[config.mk]
export PLATFORM = sky130hd
export DESIGN_NAME = afifo_rd_bridge
export DESIGN_NICKNAME = d
export VERILOG_FILES = /design/src/rtl/afifo_pkg.sv /design/src/rtl/afifo_rd_skid.sv /design/src/rtl/afifo_rd_bridge.sv
export SDC_FILE = /design/constraint.sdc
export NUM_CORES = 1
export LEC_CHECK = 0
export ABC_AREA = 1
export ABC_CLOCK_PERIOD_IN_PS = 2000
export CAP_MARGIN = 20
export CORE_ASPECT_RATIO = 0.75
export CORE_UTILIZATION = 30
export DETAILED_ROUTE_END_ITERATION = 8
export SLEW_MARGIN = 20
export SYNTH_ARGS = -nofsm -noshare
export SYNTH_HDL_FRONTEND = slang
export SYNTH_HIERARCHICAL = 1
export SYNTH_SLANG_ARGS = --single-unit
[constraint.sdc]
create_clock -name rd_clk -period 2 [get_ports rd_clk]
set_input_delay 0.4 -clock rd_clk [delete_from_list [all_inputs] [get_ports rd_clk]]
set_output_delay 0.4 -clock rd_clk [all_outputs]
set_load 0.005 [all_outputs]
[src/rtl/afifo_pkg.sv]
// Shared definitions for the async-FIFO read-side bridge: FSM encoding and buffer sizing.
package afifo_pkg;

    typedef enum logic [1:0] {
        IDLE = 2'd0,
        RUN  = 2'd1,
        STOP = 2'd2
    } bridge_state_e;

    localparam int unsigned BRIDGE_BUF_DEEP = 2;
    localparam int unsigned BRIDGE_OCC_W    = $clog2(BRIDGE_BUF_DEEP + 1);
    localparam int unsigned BRIDGE_PEND_W   = BRIDGE_OCC_W + 1;
    localparam int unsigned BRIDGE_CNT_W    = 8;

endpackage

[src/rtl/afifo_rd_skid.sv]
// Two-entry in-order buffer between the FIFO read data and the output stream.
module afifo_rd_skid
    import afifo_pkg::*;
#(
    parameter int unsigned BITWID = 8
) (
    input  logic                    clk,
    input  logic                    rst_n,
    input  logic                    wr,
    input  logic [BITWID-1:0]       wr_dat,
    input  logic                    rd,
    output logic [BITWID-1:0]       rd_dat,
    output logic [BRIDGE_OCC_W-1:0] occ
);

    logic [BITWID-1:0] mem [BRIDGE_BUF_DEEP];
    logic              wptr;
    logic              rptr;
    logic              do_wr;
    logic              do_rd;

    // A write into a full buffer is only accepted when the same cycle frees a slot.
    assign do_rd = rd && (occ != '0);
    assign do_wr = wr && ((occ != BRIDGE_OCC_W'(BRIDGE_BUF_DEEP)) || do_rd);

    always_ff @(posedge clk or negedge rst_n) begin
        if (!rst_n) begin
            for (int i = 0; i < BRIDGE_BUF_DEEP; i++) begin
                mem[i] <= '0;
            end
            wptr <= 1'b0;
            rptr <= 1'b0;
            occ  <= '0;
        end else begin
            if (do_wr) begin
                mem[wptr] <= wr_dat;
                wptr      <= ~wptr;
            end
            if (do_rd) begin
                rptr <= ~rptr;
            end
            case ({do_wr, do_rd})
                2'b10:   occ <= occ + BRIDGE_OCC_W'(1);
                2'b01:   occ <= occ - BRIDGE_OCC_W'(1);
                default: occ <= occ;
            endcase
        end
    end

    assign rd_dat = mem[rptr];

endmodule

[src/rtl/afifo_rd_bridge.sv]
// Drains an async FIFO read port into a valid/ready stream with packet framing.
// Optional: define AFIFO_RD_BRIDGE_LAST_EN to build the beat counter and m_last.
module afifo_rd_bridge
    import afifo_pkg::*;
#(
    parameter int unsigned DEEPWID = 3,
    parameter int unsigned BITWID  = 8
) (
    input  logic               rd_clk,
    input  logic               rd_rst_n,
    input  logic               cfg_en,
    input  logic [7:0]         cfg_pkt_len,
    input  logic [DEEPWID:0]   fifo_rd_num,
    output logic               fifo_rd,
    input  logic [BITWID-1:0]  fifo_rd_dat,
    input  logic               fifo_rd_dat_vld,
    output logic               m_valid,
    input  logic               m_ready,
    output logic [BITWID-1:0]  m_dat,
    output logic               m_last,
    output logic               busy
);

    bridge_state_e             state;
    logic                      inflight;
    logic [BRIDGE_OCC_W-1:0]   occ;
    logic [BRIDGE_PEND_W-1:0]  pending;
    logic                      pop;
    logic                      drained;
    logic                      to_idle;

    assign m_valid = (occ != '0);
    assign pop     = m_valid & m_ready;

    // Words already owned by the bridge after this cycle's pop; reads stop at buffer depth.
    assign pending = BRIDGE_PEND_W'(occ) + BRIDGE_PEND_W'(inflight) - BRIDGE_PEND_W'(pop);
    assign fifo_rd = (state == RUN) && (fifo_rd_num != '0)
                     && (pending < BRIDGE_PEND_W'(BRIDGE_BUF_DEEP));

    // Nothing in flight and the buffer empties at this edge.
    assign drained = !inflight && !fifo_rd_dat_vld && (occ == BRIDGE_OCC_W'(pop));
    assign to_idle = (state == STOP) && drained;

    always_ff @(posedge rd_clk or negedge rd_rst_n) begin
        if (!rd_rst_n) begin
            state    <= IDLE;
            busy     <= 1'b0;
            inflight <= 1'b0;
        end else begin
            inflight <= fifo_rd;
            case (state)
                IDLE: begin
                    if (cfg_en) begin
                        state <= RUN;
                        busy  <= 1'b1;
                    end
                end
                RUN: begin
                    if (!cfg_en) begin
                        state <= STOP;
                    end
                end
                STOP: begin
                    if (drained) begin
                        state <= IDLE;
                        busy  <= 1'b0;
                    end
                end
                default: begin
                    state <= IDLE;
                    busy  <= 1'b0;
                end
            endcase
        end
    end

    afifo_rd_skid #(
        .BITWID (BITWID)
    ) u_skid (
        .clk    (rd_clk),
        .rst_n  (rd_rst_n),
        .wr     (fifo_rd_dat_vld),
        .wr_dat (fifo_rd_dat),
        .rd     (pop),
        .rd_dat (m_dat),
        .occ    (occ)
    );

`ifdef AFIFO_RD_BRIDGE_LAST_EN
    logic [BRIDGE_CNT_W-1:0] cnt;

    // Length 0 wraps to 255, giving 256-beat packets.
    assign m_last = m_valid && (cnt == (cfg_pkt_len - 8'd1));

    always_ff @(posedge rd_clk or negedge rd_rst_n) begin
        if (!rd_rst_n) begin
            cnt <= '0;
        end else if (to_idle || (state == IDLE)) begin
            cnt <= '0;
        end else if (pop) begin
            cnt <= m_last ? '0 : cnt + BRIDGE_CNT_W'(1);
        end
    end
`else
    logic unused_cfg;

    assign unused_cfg = ^{cfg_pkt_len, to_idle};
    assign m_last     = 1'b0;
`endif

endmodule

==> metrics, run 1 <==
run status=finished, violations left; failing checks=setup timing; RSZ-0062 raised after global routing=yes; slowest CP cell=fa_1; Met2 Routed Length=1295 um; startpoint types=flip-flop; LEAKAGE=0.8717 nW; Worst Hold Class=flip-flop to flip-flop; arrival time at the worst endpoint=2040 ps; Inserted Diodes=0; Port Buffers=27; htree depth=1; Post-Syn Instances=155; routed wl met3=101 um; share of cells above drive strength 1=0.1959; drt pass-1 iters=4; Overall Power=2.591 mW; DRC violations left=0; xor and xnor fraction of the mapped netlist area=0.02029; Die Y=58.90 um; maxcap violations=0; Finished Core Util=0.4314; Final min period=2438 ps; Worst VDD drop=0.5237 mV; worst-path maximum fanout=2; adder-cell share of the synthesized area=0.03478; Final Cycle Share=1.219; pin count of the biggest net entering global routing=25; number of distinct library cells after synthesis=24; setup ws final=-438.5 ps; Worst-path clk slew=80 ps; Synth area leaders=dfrtp_1 (46%), nand2_1 (21%), nand4_1 (8.7%); Syn. warnings=6; DRT met1 WL=roughly 1400 um; Mapped Area=0.001295 mm^2; Final nets=223; Final Wtd Congestion=0.6977; simple-gate area share of the yosys netlist=0.3758; syn nets=183; Yosys top cell area share=0.4638; Total Wirelength=2820 um; WP buf/inv=2; TritonCTS Buffers=3; Routed Antenna Nets=0; Crit path max-delay family=adder cells; CTS tree=built; CP max stage delay=around 480 ps; Worst Path Class, Setup=flip-flop to output pin; largest family of logic cells by synthesized area=simple AND/OR/NAND/NOR gates; synth-to-layout area growth=36.72%; TNS Setup=-438.5 ps; via count=1112; Ports=37; core area=approximately 0.004 mm^2; latest clock arrival within the worst-skew pair=260 ps; Synth Register Bits=24; # rows=20; Final Cell Area=0.001770 mm^2; Filler cells=around 440; final non-filler cell total=249; first-pass GRT wire length=4885 um; Initial Utilization=0.3155; root buffer cell=clkbuf_8; area leader, netlist=dfrtp_1; cells along the critical path=o21a_1 > ha_4 > inv_2 > nand2_2 > fa_1 > nand4_1 > nor2_1 > buf_2; Final Max Slew Viols=0; total grt overflow=0; vias in the first global route=roughly 1.1k; die width=77.87 um; DPL Wire Length=about 1900 um; placed inst area=0.001650 mm^2; Avg Vias per Cell=around 4.5; Longest Clk Path Bufs=2; Die ar.=between 0.004 and 0.005 mm^2; mux share of post-synthesis cell area=0; pre-CTS setup slack=-995.0 ps; Fmax achieved=a little over 400 MHz; average routed wire per standard cell=11.33 um; initial antenna violation count=0; syn avg cell area=approximately 8.4 um^2; required time worst endpoint=1600 ps; Fin. Hold Viols=0; Placed Cells=241; number of DRC markers in iteration 0=slightly above 40; final setup fails=1; Crit. End Element=output pin; post-synthesis compound-gate area fraction=0.01353; Clock Skew=between 4 and 5 ps; Total GRT Usage=0.1387; clk sinks=24; ratio of total power to cell area=1464 mW/mm^2; Max Used Layer=met4; sequential-to-total area share from yosys stat=0.4638; WHS=474.4 ps
timing repair:
| item | in CTS | in global routing |
|---|---|---|
| gates cloned | 0 | 0 |
| buffers inserted | 4 | 1 |
| pin swaps | 4 | 6 |
| hold buffers | 0 | 0 |
| resized for setup | 9 | 11 |
| setup endpoints to repair | 2 | 13 |
cells in the mapped netlist:
| library cell | count |
|---|---|
| o21ai_0 | 2 |
| inv_1 | 7 |
| buf_6 | 1 |
| or2_2 | 2 |
| nand3_4 | 3 |
| dfrtp_1 | 24 |
| ha_1 | 2 |
| fa_1 | 1 |
| buf_4 | 2 |
| clkbuf_8 | 1 |
| buf_2 | 1 |
| buf_8 | 1 |
| nand3_1 | 2 |
| o21a_1 | 1 |
| nand4_1 | 18 |
| xor2_1 | 2 |
| nor2_2 | 1 |
| xnor2_1 | 1 |
| conb_1 | 1 |
| inv_2 | 2 |
| nor2_1 | 7 |
| nand2_1 | 71 |
| bufinv_8 | 1 |
| clkinv_1 | 1 |
worst paths after layout:
check                           depth (start not counted)          start  slack, ps              to
worst min-delay path                                    2  u_skid/mem[7]        470   u_skid/mem[7]
min in group asynchronous                               2       rd_rst_n        480  u_skid/mem[13]
worst min register to register                          2  u_skid/mem[7]        470   u_skid/mem[7]
worst max-delay path                                    8  u_skid/occ[1]       -440         fifo_rd
max in group asynchronous                               2       rd_rst_n       1260   u_skid/occ[1]
worst max register to register                         13  u_skid/occ[1]        130   u_skid/occ[1]
cell usage in the layout (no fill, tap or decap), types with 2 or more instances in the layout:
master / synthesis / routed
nand3_1: 2 / 2
dfrtp_1: 24 / 23
nor2_1: 7 / 7
dlygate4sd2_1: 0 / 2
buf_4: 2 / 14
inv_2: 2 / 6
nand2_1: 71 / 69
ha_4: 0 / 2
xor2_1: 2 / 2
nand4_1: 18 / 18
clkbuf_8: 1 / 3
clkdlybuf4s50_1: 0 / 24
nand3_4: 3 / 3
inv_1: 7 / 3
final cells by class:
cell class / count / area (um^2) / area share
inverter: 11 / 58.81 / 0.03322
timing repair buffer: 41 / 367.9 / 0.2078
sequential: 24 / 601.8 / 0.3399
clock buffer: 4 / 45.04 / 0.02544
multi-input combinational: 114 / 628.1 / 0.3548
tap: 55 / 68.82 / 0.03887
kinds of logic (layout without fill, tap and decap cells):
kind of cell / Yosys count / after routing
adders and majority gates: 3 / 3
buffers and inverters: 17 / 56
xor gates and xnor gates: 3 / 3
AOI/OAI and AO/OA: 3 / 3
DFF: 24 / 24
and+or+nand+nor: 104 / 104
other: 1 / 1
flip-flops by register name, summed over array words and instances, names as in the netlist:
| register | flops |
|---|---|
| u_skid/rptr | 1 |
| u_skid/wptr | 1 |
| u_skid/occ | 2 |
| state | 2 |
| u_skid/mem | 16 |
| busy | 1 |
| inflight | 1 |
power by group:
| group | leakage, nW | switching [mW] | internal [mW] |
|---|---|---|---|
| Clock | 0.0228 | 0.152 | 0.142 |
| Sequential | 0.296 | 0.165 | 0.716 |
| Combinational | 0.553 | 0.686 | 0.730 |
metal layers:
metal | up-vias | global-route usage
met5 | - | 0
met2 | 16 | 0.2402
li1 | 576 | -
met3 | 2 | 0.03721
met4 | 0 | 0.04043
met1 | 518 | 0.1718
worst reg2reg max path, delay by kind of cell (launching register included):
family | cells | cell delay [ps]
adders and majority gates | 1 | 200
AOI/OAI and AO/OA | 1 | 220
buffers and inverters | 6 | 630
and+or+nand+nor | 5 | 310
DFF | 1 | 410
Note: power is estimated with default switching activity, not from simulation.
==> inputs of run 2 (changes only) <==
MAX_ROUTING_LAYER = met4   (was not set)
==> run 2 against run 1 <==
The run still ends with setup timing left. Combinational power barely moved. Critical endpoint unchanged. Non-clock buffer count did not move. Worst setup slack barely moved. Highest routed layer unchanged. Maximum frequency barely moved. Sequential share of layout area did not move.
==> metrics, run 2 (synthesis gave the netlist of run 1 again) <==
share of cells above drive strength 1=0.1959; Worst VDD drop=0.5240 mV; htree depth=1; vias in the first global route=1106; failing checks=setup timing; Die ar.=0.004586 mm^2; Final nets=about 220; TritonCTS Buffers=3; Filler cells=~440; required time worst endpoint=1600 ps; synth-to-layout area growth=36.72%; DRC violations left=0; Placed Cells=approximately 240; Total Wirelength=between 2000 and 3000 um; Final min period=between 2000 and 2500 ps; Final Wtd Congestion=0.7053; # hold bufs at CTS=0; latest clock arrival within the worst-skew pair=270 ps; number of DRC markers in iteration 0=41; Crit. End Element=output pin; root buffer cell=clkbuf_8; Avg Vias per Cell=4.466; die width=77.87 um; Top reg by flops=u_skid/mem; r2r setup slk=130 ps; worst hold start=u_skid/mem[7]; Reg-to-Reg Start=u_skid/occ[1]; via count=1112; WHS=around 470 ps; Final Max Slew Viols=0; worst reg2reg path depth=13; Fmax achieved=410.0 MHz; Inserted Diodes=0; first-pass GRT wire length=slightly below 5000 um; final setup fails=1; Total GRT Usage=0.1431; worst-path maximum fanout=2; arrival time at the worst endpoint=2040 ps; Worst-path clk slew=90 ps; Ports=37; Largest register FFs=16; Clock Skew=4.690 ps; Worst Path Class, Setup=flip-flop to output pin; Die Y=58.90 um; Fin. Hold Viols=0; Hold Path End=u_skid/mem[7]; setup ws final=-438.7 ps; Top Registers=u_skid/mem x16, state x2, u_skid/occ x2; CP max stage delay=around 480 ps; initial antenna violation count=0; CP startpoint=u_skid/occ[1]; average routed wire per standard cell=11.33 um; Longest Clk Path Bufs=2; commonest cells after routing, fill and taps aside=nand2_1 (69), clkdlybuf4s50_1 (24), dfrtp_1 (23), nand4_1 (18), buf_4 (14); Worst Hold Class=flip-flop to flip-flop; R2R Path End=u_skid/occ[1]; Routed Antenna Nets=0; cells along the critical path=o21a_1 > ha_4 > inv_2 > nand2_2 > fa_1 > nand4_1 > nor2_1 > buf_2; # rows=20; maxcap violations=0; clk sinks=24; drt pass-1 iters=4; final non-filler cell total=249; core area=0.004104 mm^2; RSZ-0062 raised after global routing=yes; ratio of total power to cell area=1464 mW/mm^2; LEAKAGE=a little under 0.9 nW; hold path depth=2; DPL Wire Length=1889 um; Initial Utilization=0.3155; CTS tree=built; startpoint types=flip-flop; slowest CP cell=fa_1; run status=finished, violations left; Final Cycle Share=1.219; commonest non-fill, non-tap cell in the layout=nand2_1; Port Buffers=27; total grt overflow=0; pin count of the biggest net entering global routing=25
run 2: layout make-up:
cell class,count,area [um^2],share of cell area
flip-flops and latches,24,601.8,0.3399
clock buffers,4,45.04,0.02544
well taps,55,68.82,0.03887
inverters,11,58.81,0.03322
repair buffers,41,367.9,0.2078
multi-input cells,114,628.1,0.3548
run 2: metrics by stage:
stage          instance area, um^2  setup WS, ps  TNS, ps  power [mW]    util
2_1_floorplan                 1296        -127.8   -127.8       1.665       -
3_5_place_dp                  1650        -995.0    -1196       2.200  0.4021
6_report                      1770        -438.7   -438.7       2.592  0.4314
4_1_cts                       1720        -549.6   -594.3       2.530  0.4192
3_3_place_gp                  1650        -953.0    -1108       2.178  0.4021
5_1_grt                       1770        -563.3   -563.3       2.845  0.4314
run 2: routing by layer:
metal	track usage	vias up	wire length (um)	share of wire
met5	-	-	0	0
met4	0.04043	0	27	0.0096
met3	0.03566	2	95	0.034
met2	0.2402	16	1295	0.46
met1	0.1728	518	1402	0.50
li1	-	576	-	-
run 2: worst max path at each step:
stage | endpoint | slack (ps) | depth (start not counted)
floorplan | fifo_rd | -130 | 7
global placement | fifo_rd | -950 | 9
detailed placement | fifo_rd | -990 | 9
CTS | fifo_rd | -550 | 8
global route | fifo_rd | -560 | 8
finish | fifo_rd | -440 | 8
run 2: critical path: cells and delay by family, from the launching register on:
| family | cells | cell delay [ps] |
|---|---|---|
| AO/OA/AOI/OAI | 1 | 220 |
| adder cells (fa/ha/maj) | 2 | 700 |
| AND/OR/NAND/NOR | 3 | 260 |
| flip-flops | 1 | 410 |
| buffers and inverters | 2 | 190 |
run 2: timing repair:
item | in CTS | in global routing
endpoints found under the setup margin | 2 | 13
buffers inserted | 4 | 1
resized for setup | 9 | 11
pin swaps | 4 | 6
run 2: power breakdown:
part	leakage, nW	switching [mW]	internal (mW)
Sequential	0.296	0.165	0.716
Clock	0.0228	0.152	0.142
Combinational	0.553	0.687	0.730
Total	0.872	1.00	1.59
==> inputs of run 3 (changes only) <==
REMOVE_ABC_BUFFERS = 1   (was not set)
==> run 3 against run 2 <==
Hold slack better by 2.8 ps. Cell count is 0.80% lower. Sequential power hardly changed. Clock power is 44% higher. Largest power group unchanged. Routed wire length is 1.7% lower. Flip-flop and latch count stayed put. The flow still finishes with violations (setup timing).
==> metrics, run 3 (synthesis gave the netlist of run 1 again) <==
Sw Pwr=a little under 1 mW; Final Cycle Share=1.225; run status=finished, violations left; required time worst endpoint=1600 ps; Final Max Slew Viols=0; # rows=20; Die ar.=between 0.004 and 0.005 mm^2; failing checks=setup timing; htree depth=1; Overall Power=approximately 2.6 mW; Die Y=58.90 um; CTS tree=built; Fmax achieved=408.1 MHz; sequential share of power=0.334; drt pass-1 iters=4; ratio of total power to cell area=1517 mW/mm^2; Fin. Hold Viols=0; die width=a little under 80 um; maxcap violations=0; share of cells above drive strength 1=0.1458; Port Buffers=27; vias in the first global route=1056; multi-input logic area=581.8 um^2; Top Registers=u_skid/mem x16, state x2, u_skid/occ x2; via count=1095; latest clock arrival within the worst-skew pair=between 200 and 300 ps; Largest register FFs=16; total grt overflow=0; number of DRC markers in iteration 0=68; arrival time at the worst endpoint=2050 ps; initial antenna violation count=0; Top reg by flops=u_skid/mem; sequential standard cell area=600.6 um^2; setup ws final=-450.5 ps; pin count of the biggest net entering global routing=25; Avg Vias per Cell=4.433; cells along the critical path=o21a_1 > ha_1 > inv_1 > nand2_1 > fa_1 > nand4_1 > nor2_2 > buf_2; Total GRT Usage=0.1407; Internal Power=1.658 mW; final setup fails=1; DPL Wire Length=roughly 2000 um; clock group share of total power=0.162; Initial Utilization=0.3155; Ports=37; RSZ-0062 raised after global routing=yes; core area=0.004104 mm^2; Longest Clk Path Bufs=2; Clock Skew=between 5 and 6 ps; clk sinks=24; slowest CP cell=fa_1; commonest cells after routing, fill and taps aside=nand2_1 (71), dfrtp_1 (24), clkdlybuf4s50_1 (24), nand4_1 (18), buf_4 (12); root buffer cell=clkbuf_8; startpoint types=flip-flop; synth-to-layout area growth=33.91%; sw frac=0.3698; Filler cells=424; pre-CTS setup slack=-992.9 ps; Worst Path Class, Setup=flip-flop to output pin; worst-path maximum fanout=2; combinational share of power=0.504; Routed Antenna Nets=0; Total Wirelength=2772 um; first-pass GRT wire length=4774 um; DRC violations left=0; commonest non-fill, non-tap cell in the layout=nand2_1; CP max stage delay=470 ps; Final min period=approximately 2500 ps; Worst-path clk slew=90 ps; Worst Hold Class=input pin to asynchronous set/reset pin; LEAKAGE=between 0.8 and 0.9 nW; Inserted Diodes=0; Final Wtd Congestion=0.7371; Final nets=221; Worst VDD drop=0.6496 mV; # hold bufs at CTS=0; Crit. End Element=output pin; TritonCTS Buffers=3; average routed wire per standard cell=11.22 um
[run 3: cell count changes in the layout (fill, tap and decap cells not counted), sizes merged]
cell | before | now
buf | 15 | 13
bufinv | 1 | 2
clkbuf | 4 | 3
[run 3: metal layers]
metal / share of wire / vias up / GRT usage
met5: 0 / - / -
met4: 0.0032 / 0 / 0.02426
met3: 0.045 / 2 / 0.03566
met2: 0.42 / 18 / 0.2137
met1: 0.54 / 505 / 0.1926
li1: - / 570 / -
[run 3: worst paths after layout]
check / end / cells past startpoint / slack (ps) / from
min in group rd_clk: u_skid/mem[15] / 2 / 480 / u_skid/mem[15]
max in group asynchronous: u_skid/mem[5] / 2 / 1280 / rd_rst_n
setup reg to reg: inflight / 7 / 270 / u_skid/occ[0]
setup / recovery: fifo_rd / 8 / -450 / u_skid/occ[0]
hold / removal: inflight / 2 / 480 / rd_rst_n
hold reg to reg: u_skid/mem[15] / 2 / 480 / u_skid/mem[15]
[run 3: per-stage QoR]
step | instance area [um^2] | util | std cells | setup TNS (ps) | hold WS (ps)
floorplan | 1235 | - | 149 | -163.4 | 104.4
global placement | 1649 | 0.4018 | 241 | -1058 | 454.8
detailed placement | 1649 | 0.4018 | 241 | -1199 | 458.8
CTS | 1720 | 0.4192 | 246 | -537.3 | 482.2
global route | 1734 | 0.4226 | 247 | -561.9 | 499.9
finish | 1734 | 0.4226 | 247 | -450.5 | 477.3
[run 3: critical path: cells and delay by family (launching register included)]
kind                       cells  cell delay [ps]
AOI/OAI and AO/OA              1              200
adders and majority gates      2              740
buffers and inverters          2              180
DFF                            1              390
and+or+nand+nor                3              250
[run 3: area by class of cell]
type | instances | share of cell area
Sequential cell | 24 | 0.3463
Multi-Input combinational cell | 114 | 0.3355
Timing Repair Buffer | 39 | 0.2035
Tap cell | 55 | 0.03968
Inverter | 11 | 0.03391
Clock buffer | 3 | 0.02381
Clock inverter | 1 | 0.01732
[run 3: power by group through the flow]
stage | registers (mW) | clock network [mW] | logic, mW
floorplan | 0.892 | 0 | 0.698
global placement | 0.878 | 0 | 1.31
detailed placement | 0.881 | 0 | 1.33
CTS | 0.874 | 0.442 | 1.32
global route | 0.910 | 0.457 | 1.50
finish | 0.878 | 0.426 | 1.33
[run 3: repair_timing]
item,4_1_cts,5_1_grt
pin swaps,5,4
resized for setup,6,2
setup endpoints to repair,2,9
buffers inserted,1,1
endpoints found under the hold margin,0,0
